**src/rtl/apb_master_arbiter.sv**
```systemverilog
// Round-robin arbiter sharing one APB4 master port among NREQ requesters.
// Sequences SETUP/ACCESS phases, generates odd byte parity, and returns status to the winner.
module apb_master_arbiter #(
  parameter int NREQ    = 2,
  parameter int TIMEOUT = 256
) (
  input  logic              apbclk,
  input  logic              rstn,
  input  logic [NREQ-1:0]   req_i,
  input  logic [NREQ*24-1:0] addr_i,
  input  logic [NREQ*32-1:0] wdata_i,
  input  logic [NREQ*4-1:0]  strb_i,
  input  logic [NREQ-1:0]   write_i,
  output logic [NREQ-1:0]   done_o,
  output logic [31:0]       rdata_o,
  output logic              slverr_o,
  output logic              timeout_o,
  output logic              par_err_o,
  output logic              busy_o,
  output logic [23:0]       APB_PADDR,
  output logic              APB_PSEL,
  output logic              APB_PENABLE,
  output logic              APB_PWRITE,
  output logic [31:0]       APB_PWDATA,
  output logic [3:0]        APB_PWDATA_PAR,
  output logic [3:0]        APB_PSTRB,
  output logic              APB_PSTRB_PAR,
  input  logic [31:0]       APB_PRDATA,
  input  logic [3:0]        APB_PRDATA_PAR,
  input  logic              APB_PREADY,
  input  logic              APB_PSLVERR
);

  localparam int IW = (NREQ > 1) ? $clog2(NREQ) : 1;
  localparam logic [31:0] TO_LAST = (TIMEOUT > 0) ? 32'(TIMEOUT - 1) : '0;

  localparam logic [1:0] S_IDLE   = 2'd0;
  localparam logic [1:0] S_SETUP  = 2'd1;
  localparam logic [1:0] S_ACCESS = 2'd2;
  localparam logic [1:0] S_DONE   = 2'd3;

  logic [1:0]      state;
  logic [IW-1:0]   last;
  logic [IW-1:0]   win;
  logic [IW-1:0]   pick;
  logic [IW-1:0]   cand;
  logic            found;
  logic [31:0]     cnt;
  logic            acc_end;
  logic [23:0]     sel_addr;
  logic [31:0]     sel_wdata;
  logic [3:0]      sel_strb;
  logic            sel_wr;
  logic [31:0]     nxt_wdata;
  logic [3:0]      nxt_strb;
  logic [NREQ-1:0] win_oh;

  function automatic logic [3:0] byte_par(input logic [31:0] d);
    logic [3:0] p;
    p = '0;
    for (int unsigned k = 0; k < 4; k++) p[k] = ~^d[8*k +: 8];
    return p;
  endfunction

  // Scan starts one past the last winner so the previous owner is checked last.
  always_comb begin
    pick  = last;
    found = 1'b0;
    cand  = '0;
    for (int unsigned off = 1; off <= NREQ; off++) begin
      cand = IW'((32'(last) + off) % 32'(NREQ));
      if (!found && req_i[cand]) begin
        found = 1'b1;
        pick  = cand;
      end
    end
  end

  always_comb begin
    sel_addr  = '0;
    sel_wdata = '0;
    sel_strb  = '0;
    sel_wr    = 1'b0;
    win_oh    = '0;
    for (int unsigned i = 0; i < NREQ; i++) begin
      if (IW'(i) == pick) begin
        sel_addr  = addr_i[i*24 +: 24];
        sel_wdata = wdata_i[i*32 +: 32];
        sel_strb  = strb_i[i*4 +: 4];
        sel_wr    = write_i[i];
      end
      win_oh[i] = (IW'(i) == win);
    end
    nxt_wdata = sel_wr ? sel_wdata : '0;
    nxt_strb  = sel_wr ? sel_strb  : '0;
    acc_end   = APB_PREADY || ((TIMEOUT != 0) && (cnt == TO_LAST));
  end

  assign busy_o = (state != S_IDLE);

  always_ff @(posedge apbclk) begin
    if (!rstn) begin
      state          <= S_IDLE;
      last           <= IW'(NREQ - 1);
      win            <= '0;
      cnt            <= '0;
      done_o         <= '0;
      rdata_o        <= '0;
      slverr_o       <= 1'b0;
      timeout_o      <= 1'b0;
      par_err_o      <= 1'b0;
      APB_PADDR      <= '0;
      APB_PSEL       <= 1'b0;
      APB_PENABLE    <= 1'b0;
      APB_PWRITE     <= 1'b0;
      APB_PWDATA     <= '0;
      APB_PWDATA_PAR <= '0;
      APB_PSTRB      <= '0;
      APB_PSTRB_PAR  <= 1'b0;
    end else begin
      case (state)
        S_IDLE: begin
          if (found) begin
            win            <= pick;
            APB_PADDR      <= sel_addr;
            APB_PSEL       <= 1'b1;
            APB_PENABLE    <= 1'b0;
            APB_PWRITE     <= sel_wr;
            APB_PWDATA     <= nxt_wdata;
            APB_PWDATA_PAR <= byte_par(nxt_wdata);
            APB_PSTRB      <= nxt_strb;
            APB_PSTRB_PAR  <= ~^nxt_strb;
            state          <= S_SETUP;
          end
        end
        S_SETUP: begin
          APB_PENABLE <= 1'b1;
          cnt         <= '0;
          state       <= S_ACCESS;
        end
        S_ACCESS: begin
          if (acc_end) begin
            if (APB_PREADY) begin
              rdata_o   <= APB_PWRITE ? '0 : APB_PRDATA;
              slverr_o  <= APB_PSLVERR;
              par_err_o <= !APB_PWRITE && (APB_PRDATA_PAR != byte_par(APB_PRDATA));
            end else begin
              timeout_o <= 1'b1;
              slverr_o  <= 1'b1;
              rdata_o   <= '0;
            end
            // Idle-bus parity reflects the all-zero data/strobe being driven.
            done_o         <= win_oh;
            APB_PSEL       <= 1'b0;
            APB_PENABLE    <= 1'b0;
            APB_PWRITE     <= 1'b0;
            APB_PWDATA     <= '0;
            APB_PWDATA_PAR <= 4'hF;
            APB_PSTRB      <= '0;
            APB_PSTRB_PAR  <= 1'b1;
            state          <= S_DONE;
          end else begin
            cnt <= cnt + 32'd1;
          end
        end
        default: begin
          done_o    <= '0;
          rdata_o   <= '0;
          slverr_o  <= 1'b0;
          timeout_o <= 1'b0;
          par_err_o <= 1'b0;
          last      <= win;
          state     <= S_IDLE;
        end
      endcase
    end
  end

endmodule

```
**config.mk**
```make
export PLATFORM = sky130hd
export DESIGN_NAME = apb_master_arbiter
export DESIGN_NICKNAME = d
export VERILOG_FILES = /design/src/rtl/apb_master_arbiter.sv
export SDC_FILE = /design/constraint.sdc
export NUM_CORES = 1
export LEC_CHECK = 0
export ABC_AREA = 0
export CORE_AREA = 8 8 153 155
export CTS_CLUSTER_DIAMETER = 30
export DETAILED_ROUTE_END_ITERATION = 16
export DIE_AREA = 0 0 161 163
export PLACE_DENSITY = 0.74
export SYNTH_ARGS = -nofsm -noshare
export SYNTH_HDL_FRONTEND = slang
export SYNTH_SLANG_ARGS = --single-unit
```
**constraint.sdc**
```tcl
create_clock -name apbclk -period 3.57 [get_ports apbclk]
set_input_delay 0.714 -clock apbclk [delete_from_list [all_inputs] [get_ports apbclk]]
set_output_delay 0.714 -clock apbclk [all_outputs]
set_load 0.02 [all_outputs]
```
# Word level (Yosys, flattened, before mapping)
# Cells that the tools add are included.
# Widths: inputs -> output; s select.
dict set report op_classes {
  magnitude_cmp 2
  bitwise 2
  n_mux 53
  addsub 3
  n_reduce_logical 29
  n_eq_ne 9
}
# op count
set op_table {}
lappend op_table {{$mux 32} 8}
lappend op_table {{$pmux 32 s2} 3}
lappend op_table {{$reduce_xnor 8->1} 8}
lappend op_table {{$add 32x1->32 const B} 1}
lappend op_table {{$eq 32x8->1 const B} 1}
lappend op_table {{$mux 24} 1}
lappend op_table {{$mux 4} 6}
lappend op_table {{$mux 1} 21}
lappend op_table {{$pmux 4 s2} 2}
lappend op_table {{$pmux 1 s2} 6}
lappend op_table {{$reduce_and 3->1} 4}
lappend op_table {{$ne 2x2->1 const B} 5}
lappend op_table {{$reduce_and 2->1} 4}
lappend op_table {{$mux 2} 3}
lappend op_table {{$pmux 2 s3} 1}
lappend op_table {{$reduce_bool 2->1} 3}
lappend op_table {{$lt 1x2->1 const B} 2}
lappend op_table {{$ne 4x4->1} 1}
lappend op_table {{$pmux 2 s2} 1}
lappend op_table {{$reduce_xnor 4->1} 1}
lappend op_table {{$pmux 1 s3} 1}
lappend op_table {{$reduce_bool 3->1} 1}
lappend op_table {{$reduce_or 3->1} 1}
lappend op_table {{$add 1x1->1 const B} 2}
lappend op_table {{other kinds (8)} 11}
dict set report word_totals {
  word_cells 115
  register_bits 141
  out_inout_bits 106
}

# Depth between registers and ports, before layout
dict set report depth {
  depth_word 12
  ltp_mapped 10
}

# Least setup slack after synthesis
# OpenSTA, ideal clock, no wires.
dict set report synth_path {
  kind {input port to flip-flop}
  startpoint {input req_i[1]}
  endpoint {register APB_PWDATA[17]}
  n_path_buf 3
  path_slack_ns 1.251
  path_stages 8
  arrival_ns 2.204
  setup_time_ns 0.115
  t_required_ns 3.455
  path_cell_list {nor2_1 -> a21o_1 -> buf_2 -> buf_2 -> buf_1 -> mux2i_1 -> o2bb2ai_1 -> and2_1}
}
dict set report synth_between {
  elab_chain_len 10
}
# element line
set synth_lines {}
lappend synth_lines {{from (decl)} 9} ;# input logic [NREQ-1:0] req_i,
lappend synth_lines {{$mux 1 (not written as such) (2 in series)} 72} ;# if (!found && req_i[cand]) begin
lappend synth_lines {{$mux 1} 72}
lappend synth_lines {{$logic_not 1->1} 72}
lappend synth_lines {{$logic_and 1x1->1} 72}
lappend synth_lines {{$mux 1} 72}
lappend synth_lines {{$mux 32 / $mux 1 (equally long branches)} 86} ;# if (IW'(i) == pick) begin
lappend synth_lines {{$mux 32} 94} ;# nxt_wdata = sel_wr ? sel_wdata : '0;
lappend synth_lines {{$mux 32} 123} ;# if (found) begin
lappend synth_lines {{$pmux 32 s2} 121} ;# case (state)
lappend synth_lines {{to (signal assigned)} 129} ;# APB_PWDATA <= nxt_wdata;
lappend synth_lines {{to (decl)} 24} ;# output logic [31:0] APB_PWDATA,
# Parallel ways exist; a longest one is shown, timed or not. The select of a mux whose other input is x is not followed.
# A chain may end at the register's enable or synchronous reset.

# Final worst setup path
dict set report layout_path {
  startpoint {register state[0]}
  endpoint {output busy_o}
}
dict set report layout_between {
  elab_chain_len 1
}
# element line
set layout_lines {}
lappend layout_lines {{from (decl)} 42} ;# logic [1:0] state;
lappend layout_lines {{from (signal assigned)} 103} ;# state <= S_IDLE;
lappend layout_lines {{from (signal assigned)} 133} ;# state <= S_SETUP;
lappend layout_lines {{from (signal assigned)} 139} ;# state <= S_ACCESS;
lappend layout_lines {{$reduce_bool 2->1} 99} ;# assign busy_o = (state != S_IDLE);
lappend layout_lines {{to (decl)} 19} ;# output logic busy_o,
# Every way passes these cells.

==> flow_summary.yaml <==
job:
  maxCapViolCount: 0
timing:
  setup_ws_ns: 0.934
  slew_headroom_pct: 51.3
  drv_slew: 0
  finClkSkew_ns: 0.0123
  hold_violations: 0
  max_freq_ghz: 0.379
  setup_tns_ns: 0
  rsz0062_at_grt: "false"
  period_needed_ns: 2.64
  worstMarginPinSlew_ns: 0.724
  setup_viol: 0
  post-route-period-util_pct: 73.8
setup_path:
  crit_fanout: 7
  critical_path.slowest_cell: "clkdlybuf4s50_1"
  cp_cell_sequence: "inv_1, ha_1, inv_1, clkdlybuf4s50_1"
  crit_type: "flop to output pin"
  cp-start-kind: "flop"
  critical_path_required_ns: 2.86
  reg2reg_depth: 9
  endpoint_kind: "output pin"
  critical_path_arrival_ns: 1.92
  critPathTopFamily: "buffers and inverters"
  critPathMaxStageDelay_ns: 0.64
  critPathBufInv: 3
  worst-path-stages: 4
  crit_path_frequent_cell: "inv_1"
detailed_routing:
  drt_wl_total_um: 22900
  detail_route.first_pass.iterations: 5
  detail_route.iter0.violations: 347
  num_vias: 6625
  avgRoutedWirePerCell_um: 17.2
  viasPerCell: 4.97
  final_antenna_net_count: 0
  drcViolationCount: 0
clock_tree:
  numCtsBuffers: 17
  cts_root_buf: "clkbuf_16"
  clock_sinks: 141
  path_clk_slew_ns: 0.06
  h-tree-depth: 4
  postCtsHoldBufs: 0
  cts_resized: 0
  cts_setup_buffers: 0
  clk_latency_ns: 0.41
  cts_tree: "yes"
  cts.path.max_buffers: 2
final_layout:
  diodes: 0
  num-nets-final: 1213
  drive_gt1_share_pct: 5.11
  syn_to_final_growth_pct: 48.7
  nFillCells: 1969
  utilization_pct: 51.6
global_routing:
  grt_pass1_vias: 6869
  gr-total-overflow: 0
  antenna_found_initial: 1
  grt_usage_pct: 17.0
  grt_pass1_wl_um: 36300
  grt_max_degree: 82
synthesis:
  syn_nets: 962
  ys_warn_count: 0
  ys_seq_elements: 141
  synth-edff-count: 0
  syn_area_sq_um: 7230
  netlist_instances: 793
  syn_area_per_cell_sq_um: 9.11
  synth_top_flop_cell: "dfxtp_1"
  ys_seq_area_share_pct: 39.1
  synth-async-reset-ratio_pct: 0
  yosysUniqueCellTypes: 51
worst_hold_path:
  min_path_type: "flop to flop"
  hold_depth: 2
power:
  ir_drop_uv: 400
  powerDensity_nw_per_um2: 599
  power.total_uw: 6440
  leakage_uw: 0.00409
floorplanning:
  io_pins: 270
  die_h_um: 163
  fp-row-count: 53
  dieArea_sq_um: 26200
  die_w_um: 161
  core_area_sq_um: 20800
  initial_utilization_pct: 34.7
place:
  gp_congestion: 0.826
  dp_hpwl_um: 16900
  dp_slack_ns: 0.624
  io_buffers: 269
run_status:
  status: "finished, final reports clean"
synth_stat cells, drive strengths merged (4+ instances only):
library cell  number  area share, %
ha                 5           0.87
clkbuf            35            1.8
and3               4           0.35
nor4               7           0.61
o2bb2ai           36            4.4
xor2              24            2.9
nand4              8           0.78
buf               18            1.7
dfxtp            141             39
nor2              43            2.2
and4               4           0.48
nor3              10           0.76
a2111oi            5           0.64
xnor2             89             11
and2              40            3.5
nand3             39            2.7
inv                4           0.21
nor2b             37            3.2
o211a             24            3.3
mux2i             47            6.5
nand2b             4           0.35
a21oi             16            1.1
a22oi             33            3.4
o21ai              4           0.28
a21boi             8           0.83
nor3b              5           0.52
nand2             79            4.1
routing by layer:
metal  track usage, %  routed length, um  part of all wire (%)  vias to the layer above
met1             19.2               9410                    41                     3111
met2             29.0              11200                    49                      202
li1                 -                  -                     -                     3290
met5                0                 13                 0.057                        -
met3             7.36               1980                   8.7                       20
met4             4.29                277                   1.2                        2
cell families (layout without fill, tap and decap cells):
family,count (synthesis),in the layout,synth area share (%)
AOI/OAI and AO/OA,148,148,16.4
xor gates and xnor gates,113,113,13.7
adders and majority gates,5,5,0.866
buffers and inverters,57,321,3.71
DFF,141,141,39.1
muxes,47,47,6.51
and+or+nand+nor,282,282,19.7
per-stage QoR:
stage,std cells,cell area (sq um),hold slack (ns)
final,1332,10700,0.465
after global routing,1332,10700,0.501
after CTS,1332,10700,0.470
after detailed placement,1300,10200,0.461
after global placement,1300,10200,0.456
after floorplan,793,7230,0.463
state kept, by name, indices dropped and copies added (netlist names), 2 cells and up:
name / cells
APB_PWDATA: 32
cnt: 32
APB_PWDATA_PAR: 4
state: 2
rdata_o: 32
done_o: 2
APB_PSTRB: 4
APB_PADDR: 24
placed cells by master, fill, tap and decap left out, types with 7 or more instances in the layout:
| master | count |
|---|---|
| nor4_1 | 7 |
| nor3_1 | 9 |
| dfxtp_1 | 141 |
| a21oi_1 | 15 |
| nor2_1 | 41 |
| clkbuf_16 | 17 |
| mux2i_1 | 47 |
| xor2_1 | 24 |
| nand2_1 | 79 |
| nand4_1 | 7 |
| clkdlybuf4s50_1 | 268 |
| buf_4 | 16 |
| a21boi_0 | 8 |
| and2_1 | 39 |
| nand3_1 | 39 |
| o211a_1 | 24 |
| nor2b_1 | 37 |
| xnor2_1 | 89 |
| o2bb2ai_1 | 36 |
| a22oi_1 | 33 |
path summary, 6_finish.rpt:
path | from | end | slack [ns]
setup / recovery | state[0] | busy_o | 0.93
hold reg to reg | slverr_o | slverr_o | 0.47
hold / removal | slverr_o | slverr_o | 0.47
setup reg to reg | cnt[0] | APB_PWDATA_PAR[3] | 0.96
final cells by class:
class / instances / area (sq um) / area share, %
Tap cell: 275 / 344 / 3.20
Multi-Input combinational cell: 595 / 4150 / 38.6
Timing Repair Buffer: 285 / 2820 / 26.3
Clock buffer: 19 / 433 / 4.03
Clock inverter: 13 / 155 / 1.44
Inverter: 4 / 15.0 / 0.140
Sequential cell: 141 / 2820 / 26.3
where the power goes:
| part | switching [uW] | leakage [uW] | internal [uW] | total, uW |
|---|---|---|---|---|
| combinational | 1510 | 0.00266 | 1170 | 2670 |
| sequential | 147 | 0.00115 | 1830 | 1980 |
| clock | 738 | 0.000278 | 1050 | 1790 |
| total | 2390 | 0.00409 | 4050 | 6440 |
worst reg2reg max path, cell delays in order, from the launching register on:
cell and delay (ns):
dfxtp_1 0.44, ha_1 0.24, and4_1 0.20, buf_4 0.18, nand4_1 0.15, o21a_1 0.23, buf_4 0.19, nor3_1 0.62
nor2_1 0.08, nor3b_1 0.22
Power figures use the tool's default switching activity.
